<file path="src/rtl/uart_pkg.sv">
// Shared definitions for the UART transmit path: frame geometry and FSM state type.
package uart_pkg;

  localparam int FRAME_BITS = 10;
  localparam int DATA_BITS  = 8;

  typedef enum logic [1:0] {
    IDLE  = 2'd0,
    START = 2'd1,
    DATA  = 2'd2,
    STOP  = 2'd3
  } tx_state_t;

endpackage

</file>
<file path="src/rtl/tx_fifo.sv">
// Power-of-two ring-buffer FIFO with registered occupancy and a fall-through head word.
module tx_fifo #(
  parameter int DEPTH = 4,
  parameter int WIDTH = 8
) (
  input  logic                     clk,
  input  logic                     reset,
  input  logic                     push,
  input  logic                     pop,
  input  logic [WIDTH-1:0]         din,
  output logic [WIDTH-1:0]         dout,
  output logic                     full,
  output logic                     empty,
  output logic [$clog2(DEPTH):0]   count
);

  localparam int AW = $clog2(DEPTH);
  localparam int CW = AW + 1;

  logic [WIDTH-1:0] mem [DEPTH];
  logic [AW-1:0]    wr_ptr;
  logic [AW-1:0]    rd_ptr;
  logic             do_push;
  logic             do_pop;

  assign full    = (count == CW'(DEPTH));
  assign empty   = (count == '0);
  assign do_push = push && !full;
  assign do_pop  = pop && !empty;
  assign dout    = mem[rd_ptr];

  // NOTE: the storage array has no reset; the pointers and count alone decide which words are valid.
  always_ff @(posedge clk) begin
    if (do_push) mem[wr_ptr] <= din;
  end

  // Pointers wrap naturally because DEPTH is a power of two.
  always_ff @(posedge clk or posedge reset) begin
    if (reset) begin
      wr_ptr <= '0;
      rd_ptr <= '0;
      count  <= '0;
    end else begin
      if (do_push) wr_ptr <= wr_ptr + 1'b1;
      if (do_pop)  rd_ptr <= rd_ptr + 1'b1;
      case ({do_push, do_pop})
        2'b10:   count <= count + 1'b1;
        2'b01:   count <= count - 1'b1;
        default: count <= count;
      endcase
    end
  end

endmodule

</file>
<file path="src/rtl/uart_tx_fifo.sv">
// 8N1 UART transmitter fed by a small FIFO, with synchronized CTS flow control.
module uart_tx_fifo
  import uart_pkg::*;
#(
  parameter int DIV   = 16,
  parameter int DEPTH = 4
) (
  input  logic                   clk,
  input  logic                   reset,
  input  logic [7:0]             din,
  input  logic                   din_valid,
  output logic                   din_ready,
  input  logic                   cts_n,
  output logic                   txd,
  output logic                   busy,
  output logic [$clog2(DEPTH):0] fifo_count
);

  localparam int          BW        = $clog2(DATA_BITS);
  localparam logic [15:0] BAUD_LOAD = 16'(DIV - 1);

  tx_state_t              state;
  logic [DATA_BITS-1:0]   shift;
  logic [BW-1:0]          bit_cnt;
  logic [15:0]            baud_cnt;
  logic                   txd_q;
  logic                   txd_next;
  logic                   cts_meta;
  logic                   cts_s;
  logic                   ready_en;
  logic [7:0]             fifo_head;
  logic                   fifo_full;
  logic                   fifo_empty;
  logic                   push;
  logic                   pop;
  logic                   start_ok;
  logic                   baud_done;

  tx_fifo #(.DEPTH(DEPTH), .WIDTH(8)) u_fifo (
    .clk   (clk),
    .reset (reset),
    .push  (push),
    .pop   (pop),
    .din   (din),
    .dout  (fifo_head),
    .full  (fifo_full),
    .empty (fifo_empty),
    .count (fifo_count)
  );

  // ready_en holds din_ready low through reset and releases it on the first edge afterwards.
  always_ff @(posedge clk or posedge reset) begin
    if (reset) begin
      cts_meta <= 1'b1;
      cts_s    <= 1'b1;
      ready_en <= 1'b0;
    end else begin
      cts_meta <= cts_n;
      cts_s    <= cts_meta;
      ready_en <= 1'b1;
    end
  end

  assign din_ready = ready_en && !fifo_full;
  assign push      = din_valid && din_ready;
  assign start_ok  = !fifo_empty && !cts_s;
  assign baud_done = (baud_cnt == '0);
  assign pop       = start_ok && ((state == IDLE) || ((state == STOP) && baud_done));
  assign busy      = (state != IDLE) || !fifo_empty;

  // NOTE: state registers use non-blocking assignments so every flop samples pre-edge values.
  always_ff @(posedge clk or posedge reset) begin
    if (reset) begin
      state    <= IDLE;
      shift    <= '0;
      bit_cnt  <= '0;
      baud_cnt <= '0;
    end else begin
      case (state)
        IDLE: begin
          if (pop) begin
            shift    <= fifo_head;
            bit_cnt  <= '0;
            baud_cnt <= BAUD_LOAD;
            state    <= START;
          end
        end
        START: begin
          if (baud_done) begin
            baud_cnt <= BAUD_LOAD;
            state    <= DATA;
          end else begin
            baud_cnt <= baud_cnt - 1'b1;
          end
        end
        DATA: begin
          if (baud_done) begin
            baud_cnt <= BAUD_LOAD;
            shift    <= shift >> 1;
            if (bit_cnt == BW'(DATA_BITS - 1)) state <= STOP;
            else                               bit_cnt <= bit_cnt + 1'b1;
          end else begin
            baud_cnt <= baud_cnt - 1'b1;
          end
        end
        STOP: begin
          // Chaining straight into START keeps back-to-back frames gap-free.
          if (baud_done) begin
            if (pop) begin
              shift    <= fifo_head;
              bit_cnt  <= '0;
              baud_cnt <= BAUD_LOAD;
              state    <= START;
            end else begin
              state <= IDLE;
            end
          end else begin
            baud_cnt <= baud_cnt - 1'b1;
          end
        end
        default: state <= IDLE;
      endcase
    end
  end

  // NOTE: txd_next is defaulted before the case so the decode cannot infer a latch.
  always_comb begin
    txd_next = 1'b1;
    case (state)
      START:   txd_next = 1'b0;
      DATA:    txd_next = shift[0];
      default: txd_next = 1'b1;
    endcase
  end

  // Registered line driver: glitch-free, and reset forces the line high immediately.
  always_ff @(posedge clk or posedge reset) begin
    if (reset) txd_q <= 1'b1;
    else       txd_q <= txd_next;
  end

  assign txd = txd_q;

endmodule
</file>
<file path="config.mk">
export PLATFORM = sky130hd
export DESIGN_NAME = uart_tx_fifo
export DESIGN_NICKNAME = d
export VERILOG_FILES = /design/src/rtl/uart_pkg.sv /design/src/rtl/tx_fifo.sv /design/src/rtl/uart_tx_fifo.sv
export SDC_FILE = /design/constraint.sdc
export NUM_CORES = 1
export LEC_CHECK = 0
export CAP_MARGIN = 5
export CORE_AREA = 2 2 98 100
export DETAILED_ROUTE_END_ITERATION = 7
export DIE_AREA = 0 0 100 102
export GPL_TIMING_DRIVEN = 0
export PLACE_DENSITY = 0.53
export SLEW_MARGIN = 20
export SYNTH_ARGS = -nofsm -noshare
export SYNTH_HDL_FRONTEND = slang
export SYNTH_SLANG_ARGS = --single-unit
</file>
<file path="constraint.sdc">
create_clock -name clk -period 3.4 [get_ports clk]
set_input_delay 0.68 -clock clk [delete_from_list [all_inputs] [get_ports clk]]
set_output_delay 0.68 -clock clk [all_outputs]
set_load 0.01 [all_outputs]
</file>
==> results.md, run 1 <==
* Postcts setup bufs at 0
* Routed len/inst at 16.36 um
* Worst Path Max Fanout at 10
* Synth async-reset ratio at 0.5556
* GRT Residual Overflow at 0
* Vias in the first global route at 2,365
* Slew Limit Fails at 0
* Share of cells above drive strength 1 at 0.1707
* Hold-critical path depth at 0
* Setup_tns at 0 ns
* Cell family with most CP delay: adder cells
* CP Launch Type: flip-flop
* Commonest cells after routing, fill and taps aside: dfrtp_1 (37), edfxtp_1 (32), a21oi_1 (27), clkdlybuf4s50_1 (17), nor2_1 (16)
* Most common cell on crit path: inv_1
* Post-route cell area at 0.004174 mm2
* Post-DP Area at 0.003943 mm2
* R2R cell count at 13
* # hold bufs at CTS at 0
* Status: complete, no violations
* Nets at 350
* Final HPWL DP at 5026 um
* Reg-to-reg slack, setup at 0.57 ns
* Critical path's slowest cell: dfrtp_1
* Mean Syn Cell Area at 12.27 um2
* Synth top area share at 0.2665
* CP max stage delay at 0.40 ns
* Vias per cell at 5.419
* Yosys top cell by area: edfxtp_1
* IO Pins at 18
* Pwr/cell area at 493.5 mW/mm2
* Warnings, synthesis at 0
* FF+latch count, synth at 72
* DRC viols at 0
* Gpl congestion at 0.7688
* Synth Net Count at 321
* # diodes at 0
* DP Worst Slack at 0.5685 ns
* Commonest non-fill, non-tap cell in the layout: dfrtp_1
* Worst skew pair latency at 0.35 ns
* Tot GR Track Use at 0.1549
* Fillcell total at 868
* Critical path cell sequence: inv_1 -> ha_1 -> nor3b_2 -> and4_4 -> buf_8 -> a21oi_4 -> inv_1 -> ha_1 -> inv_1 -> fa_1 -> xor2_1 -> nor2_1 -> xor2_1
* I/O Buffers at 17
* Worst hold endpoint: cts_s
* Root Buffer Master: clkbuf_8
* HP Start: cts_meta
* Initial antenna violation count at 0
* Die height at 102 um
* Clock Skews at 0.01383 ns
* Worst slew pin tran at 1.103 ns
* Final WL at 7181 um
* Max transition margin at 0.2581
* Post-Syn Area at 0.003606 mm2
* MaxCap Viol Count at 0
* Final worst-path setup slack at 0.5685 ns
* WP buf/inv at 4
* Kind of critical path: reg -> reg
* Largest net degree at the start of global routing at 25
* Final hold violation count at 0
* DRT antenna net count at 0
* Top FF cell, synth: dfrtp_1
* Total CTS buffers at 9
* Rows at 35
* Full die area at 0.01020 mm2
* CP Data Arrival Time at 3.12 ns
* First-pass GRT wire length at 12,210 um
* DRT Pass-1 Iters at 4
* RR Endpoint: u_fifo.count[2]
* Yosys cell types at 59
* Sink Count at 72
* Critical path data required time at 3.69 ns
* Max frequency at 353.2 MHz
* Reg-to-Reg Start: baud_cnt[0]
* Leakage at 1.626 nW
* Ratio of final minimum period to clock period at 0.8328
* Crit. End Element: flip-flop
* Synth Instances at 294
* Die extent in x at 100 um
* Worst-path clk slew at 0.09 ns
* Clock tree buffer depth at 2
* CTS tree: done
* Final Setup Violations at 0
* Number of flops mapped to enable cells by yosys at 32
* Htree depth at 3
* Synth area leaders: edfxtp_1 (27%), dfrtp_1 (26%), mux4_2 (5.0%), ha_1 (4.9%), a21oi_1 (3.7%)
* Area Growth Syn to Fin at 15.75%
* Resized Gates After CTS at 0
* Min-delay worst type: reg -> reg
* Initial DRC count at 115
* Vias at 2,379
* Seq/Total Area, Yosys at 0.5451
* Initial Util at 0.3959
* Core Box Area at 0.009109 mm2
* RSZ-0062 raised after global routing: no
* Minimum clock period at 2.831 ns
* VDD IR max at 0.2695 mV
==> power by group <==
group	switching [W]	internal, W
registers	0.0000431	0.000985
logic	0.000128	0.000109
clock network	0.000366	0.000428
==> worst max-delay path by stage <==
stage           startpoint         endpoint  slack, ns  depth (start not counted)
2_1_floorplan  baud_cnt[0]  u_fifo.count[2]       0.90                         13
3_3_place_gp   baud_cnt[0]  u_fifo.count[2]       0.58                         13
3_5_place_dp   baud_cnt[0]  u_fifo.count[2]       0.57                         13
4_1_cts        baud_cnt[0]  u_fifo.count[2]       0.56                         13
5_1_grt        baud_cnt[0]  u_fifo.count[2]       0.38                         13
6_report       baud_cnt[0]  u_fifo.count[2]       0.57                         13
==> state kept, by name (all words and copies together), names as in the netlist, 2 cells and up <==
name and flops:
u_fifo.wr_ptr 2, baud_cnt 16, state 2, u_fifo.rd_ptr 2, shift 8, u_fifo.mem 32
bit_cnt 3, u_fifo.count 3
==> per-stage QoR <==
stage	instances	utilization	hold WS, ns	power, W
final	439	0.4582	0.3620	0.002060
after global routing	439	0.4582	0.3674	0.002163
after CTS	439	0.4582	0.3639	0.002092
after detailed placement	423	0.4328	0.3506	0.001293
after global placement	422	0.4298	0.3454	0.001278
after floorplan	294	-	0.3452	0.001175
==> logic make-up (layout without fill, tap and decap cells) <==
| family | count (synthesis) | in the layout | share of synthesized area |
|---|---|---|---|
| other | 1 | 1 | 0.001040 |
| AO/OA/AOI/OAI | 75 | 75 | 0.1353 |
| flip-flops | 72 | 72 | 0.5451 |
| adder cells (fa/ha/maj) | 15 | 15 | 0.05413 |
| buffers and inverters | 26 | 60 | 0.03192 |
| XOR/XNOR | 8 | 8 | 0.01943 |
| multiplexers | 12 | 12 | 0.06280 |
| AND/OR/NAND/NOR | 85 | 85 | 0.1502 |
==> final cells by class <==
class / instances / area, um2 / share of cell area
Clock inverter: 7 / 107.6 / 0.02578
Tap cell: 111 / 138.9 / 0.03327
Buffer: 11 / 58.81 / 0.01409
Multi-Input combinational cell: 196 / 1525 / 0.3654
Inverter: 15 / 56.30 / 0.01349
Clock buffer: 9 / 123.9 / 0.02968
Timing Repair Buffer: 18 / 197.7 / 0.04736
Sequential cell: 72 / 1966 / 0.4709
==> layer usage <==
metal | global-route usage | routed length, um | vias to the layer above
li1 | - | - | 1169
met4 | 0.04742 | 90 | 0
met3 | 0.03694 | 203 | 8
met2 | 0.2406 | 3272 | 29
met1 | 0.2176 | 3614 | 1173
met5 | 0 | 0 | -
==> synthesized netlist by cell type, types with 7 or more instances <==
library cell / n
inv_1: 15
o21ai_0: 15
mux4_2: 8
a31oi_1: 7
edfxtp_1: 32
dfrtp_1: 37
a32oi_1: 7
nand2_1: 11
nor2_1: 16
nor3b_1: 9
ha_1: 14
a21oi_1: 27
Power figures use the tool's default switching activity.
==> run 2: changes to the inputs <==
PLACE_DENSITY = 0.55   (was 0.53)
clock period = 2.4 ns   (was 3.4 ns; I/O delays follow)
==> run 2 against run 1 <==
Compared with the run above:
- cell count rose by 2.5%
- power increased by 40%
- global-route usage increased by 0.20 points
- core utilization up 1.5 points
- count of clock-buffer cells in the layout stayed put
- register-to-register slack lost 0.49 ns
- critical path depth is the same
- die area unchanged
- fmax increased by 22%
- critical path type unchanged
==> results.md, run 2 (synthesis gave the netlist of run 1 again) <==
* Full die area at 0.01020 mm2 (unchanged)
* Clock tree buffer depth at 2 (unchanged)
* Critical path data required time at 2.68 ns (-1.01 ns)
* Comb pwr share at 0.134 (+0.019)
* CP Launch Type: flip-flop
* R2R cell count at 13 (unchanged)
* HP Start: cts_meta
* # diodes at 0 (unchanged)
* Min-delay worst type: reg -> reg
* Clock Power Share at 0.357 (-0.029)
* DRC viols at 0 (unchanged)
* Ratio of final minimum period to clock period at 0.9683 (+0.1355)
* Final WL at 7367 um (+2.6%)
* Final Setup Violations at 0 (unchanged)
* P_int at 0.002085 W (+37%)
* Clock Skews at 0.007141 ns (-0.006691 ns)
* Commonest cells after routing, fill and taps aside: dfrtp_1 (35), edfxtp_1 (32), a21oi_1 (27), clkdlybuf4s50_1 (17)
* Kind of critical path: reg -> reg
* Largest register FFs at 32 (unchanged)
* DRT Pass-1 Iters at 4 (unchanged)
* Max transition margin at 0.2486 (-0.009524)
* Reg-to-Reg Start: baud_cnt[0]
* Worst skew pair latency at 0.35 ns (about the same)
* Status: complete, no violations
* First-pass GRT wire length at 12,340 um (+1.1%)
* Final HPWL DP at 4943 um (-1.6%)
* Commonest non-fill, non-tap cell in the layout: dfrtp_1
* Pwr/cell area at 668.5 mW/mm2 (+35%)
* Total CTS buffers at 9 (unchanged)
* Hold-critical path depth at 0 (unchanged)
* IO Pins at 18 (unchanged)
* Final worst-path setup slack at 0.07609 ns (-0.4925 ns)
* Tot GR Track Use at 0.1569 (+0.002003)
* CP max stage delay at 0.40 ns (about the same)
* Sink Count at 72 (unchanged)
* I/O Buffers at 17 (unchanged)
* Final hold violation count at 0 (unchanged)
* Minimum clock period at 2.324 ns (-0.5075 ns)
* GRT Residual Overflow at 0 (unchanged)
* Gpl congestion at 0.7575 (-1.5%)
* Leakage at 1.689 nW (+3.8%)
* Reg-to-reg slack, setup at 0.08 ns (-0.49 ns)
* Post-route cell area at 0.004314 mm2 (+3.4%)
* MaxCap Viol Count at 0 (unchanged)
* Worst Path Max Fanout at 4 (-6)
* Initial Util at 0.3959 (unchanged)
* Nets at 361 (+3.1%)
* Vias in the first global route at 2,383 (+0.76%)
* Die height at 102 um (unchanged)
* Worst slew pin tran at 1.117 ns (+0.01415 ns)
* Die extent in x at 100 um (unchanged)
* Crit. End Element: flip-flop
* Initial antenna violation count at 0 (unchanged)
* Htree depth at 3 (unchanged)
* Net Sw Frac at 0.2772 (+0.01656)
* P_sw at 0.0007993 W (+49%)
* Critical path cell sequence: inv_2 -> ha_4 -> nor3b_4 -> and4_4 -> buf_8 -> a21oi_4 -> inv_4 -> ha_4 -> inv_1 -> fa_2 -> xor2_1 -> nor2_1 -> xor2_1
* Max frequency at 430.3 MHz (+22%)
* Vias at 2,440 (+2.6%)
* Worst hold endpoint: cts_s
* Worst-path clk slew at 0.09 ns (about the same)
* Core Box Area at 0.009109 mm2 (unchanged)
* Seq pwr share at 0.509 (+0.010)
* Reg with most FFs: u_fifo.mem
* Root Buffer Master: clkbuf_8
* Critical path's slowest cell: dfrtp_1
* RSZ-0062 raised after global routing: yes
* Slew Limit Fails at 0 (unchanged)
* Largest net degree at the start of global routing at 23 (-8.0%)
* Initial DRC count at 161 (+40%)
* Vias per cell at 5.422 (about the same)
* Routed len/inst at 16.37 um (about the same)
* # hold bufs at CTS at 0 (unchanged)
* RR Endpoint: u_fifo.count[2]
* DRT antenna net count at 0 (unchanged)
* Area Growth Syn to Fin at 19.64%
* CP Data Arrival Time at 2.60 ns (-0.52 ns)
* VDD IR max at 0.4151 mV (+54%)
* Post-DP Area at 0.003974 mm2 (+0.79%)
* DP Worst Slack at -0.2797 ns (-0.8482 ns)
* Share of cells above drive strength 1 at 0.2389 (+0.06821)
* Rows at 35 (unchanged)
* CTS tree: done
* Largest regs: u_fifo.mem (32), baud_cnt (16), shift (8)
run 2: repair_timing:
action                                  in CTS  in global routing
endpoints found under the setup margin       4                 12
buffers inserted                             7                  5
gates resized for setup                      6                  7
pin swaps                                    4                  3
run 2: worst max-delay path, delay by kind of cell, from the launching register on:
family,cells,cell delay (ns)
buffers and inverters,4,0.32
xor gates and xnor gates,2,0.30
adders and majority gates,3,0.61
and+or+nand+nor,3,0.57
DFF,1,0.40
AOI/OAI and AO/OA,1,0.06
run 2: metrics by stage:
stage	util	TNS, ns	power [W]	hold WS (ns)	std cells
final	0.4736	0	0.002884	0.3701	450
after floorplan	-	0	0.001668	0.3452	294
after global placement	0.4332	-0.3232	0.001811	0.3581	422
after CTS	0.4679	-0.007884	0.002881	0.3716	446
after detailed placement	0.4363	-0.3693	0.001829	0.3585	423
after global routing	0.4736	-0.1340	0.003020	0.3835	450
run 2: metal layers:
metal  track usage  vias up  wire length (um)
li1              -     1186                 -
met5             0        -                 0
met2        0.2448       50              3392
met4       0.05374        0               101
met3       0.03488        9               289
met1        0.2189     1195              3583
run 2: power by group through the flow:
stage	logic, W	clock network [W]	registers, W
global route	0.000434	0.00110	0.00148
floorplan	0.000187	0	0.00148
CTS	0.000358	0.00105	0.00147
detailed placement	0.000345	0	0.00148
finish	0.000386	0.00103	0.00147
global placement	0.000330	0	0.00148
run 2: final cells by class:
class	count	area (um2)
tap	111	138.9
clock buffer	9	123.9
sequential	72	1968
clock inverter	7	86.33
timing repair buffer	30	287.8
fill	848	4795
multi-input combinational	196	1593
inverter	15	58.81
buffer	10	57.56
run 2: how the worst max path moves through the flow:
stage / from / endpoint / slack, ns
after global placement: baud_cnt[0] / u_fifo.count[2] / -0.25
after detailed placement: baud_cnt[0] / u_fifo.count[2] / -0.28
after CTS: baud_cnt[0] / u_fifo.count[2] / -0.008
after global routing: baud_cnt[1] / u_fifo.count[2] / -0.08
final: baud_cnt[0] / u_fifo.count[2] / 0.08
after floorplan: baud_cnt[0] / u_fifo.count[2] / 0.01
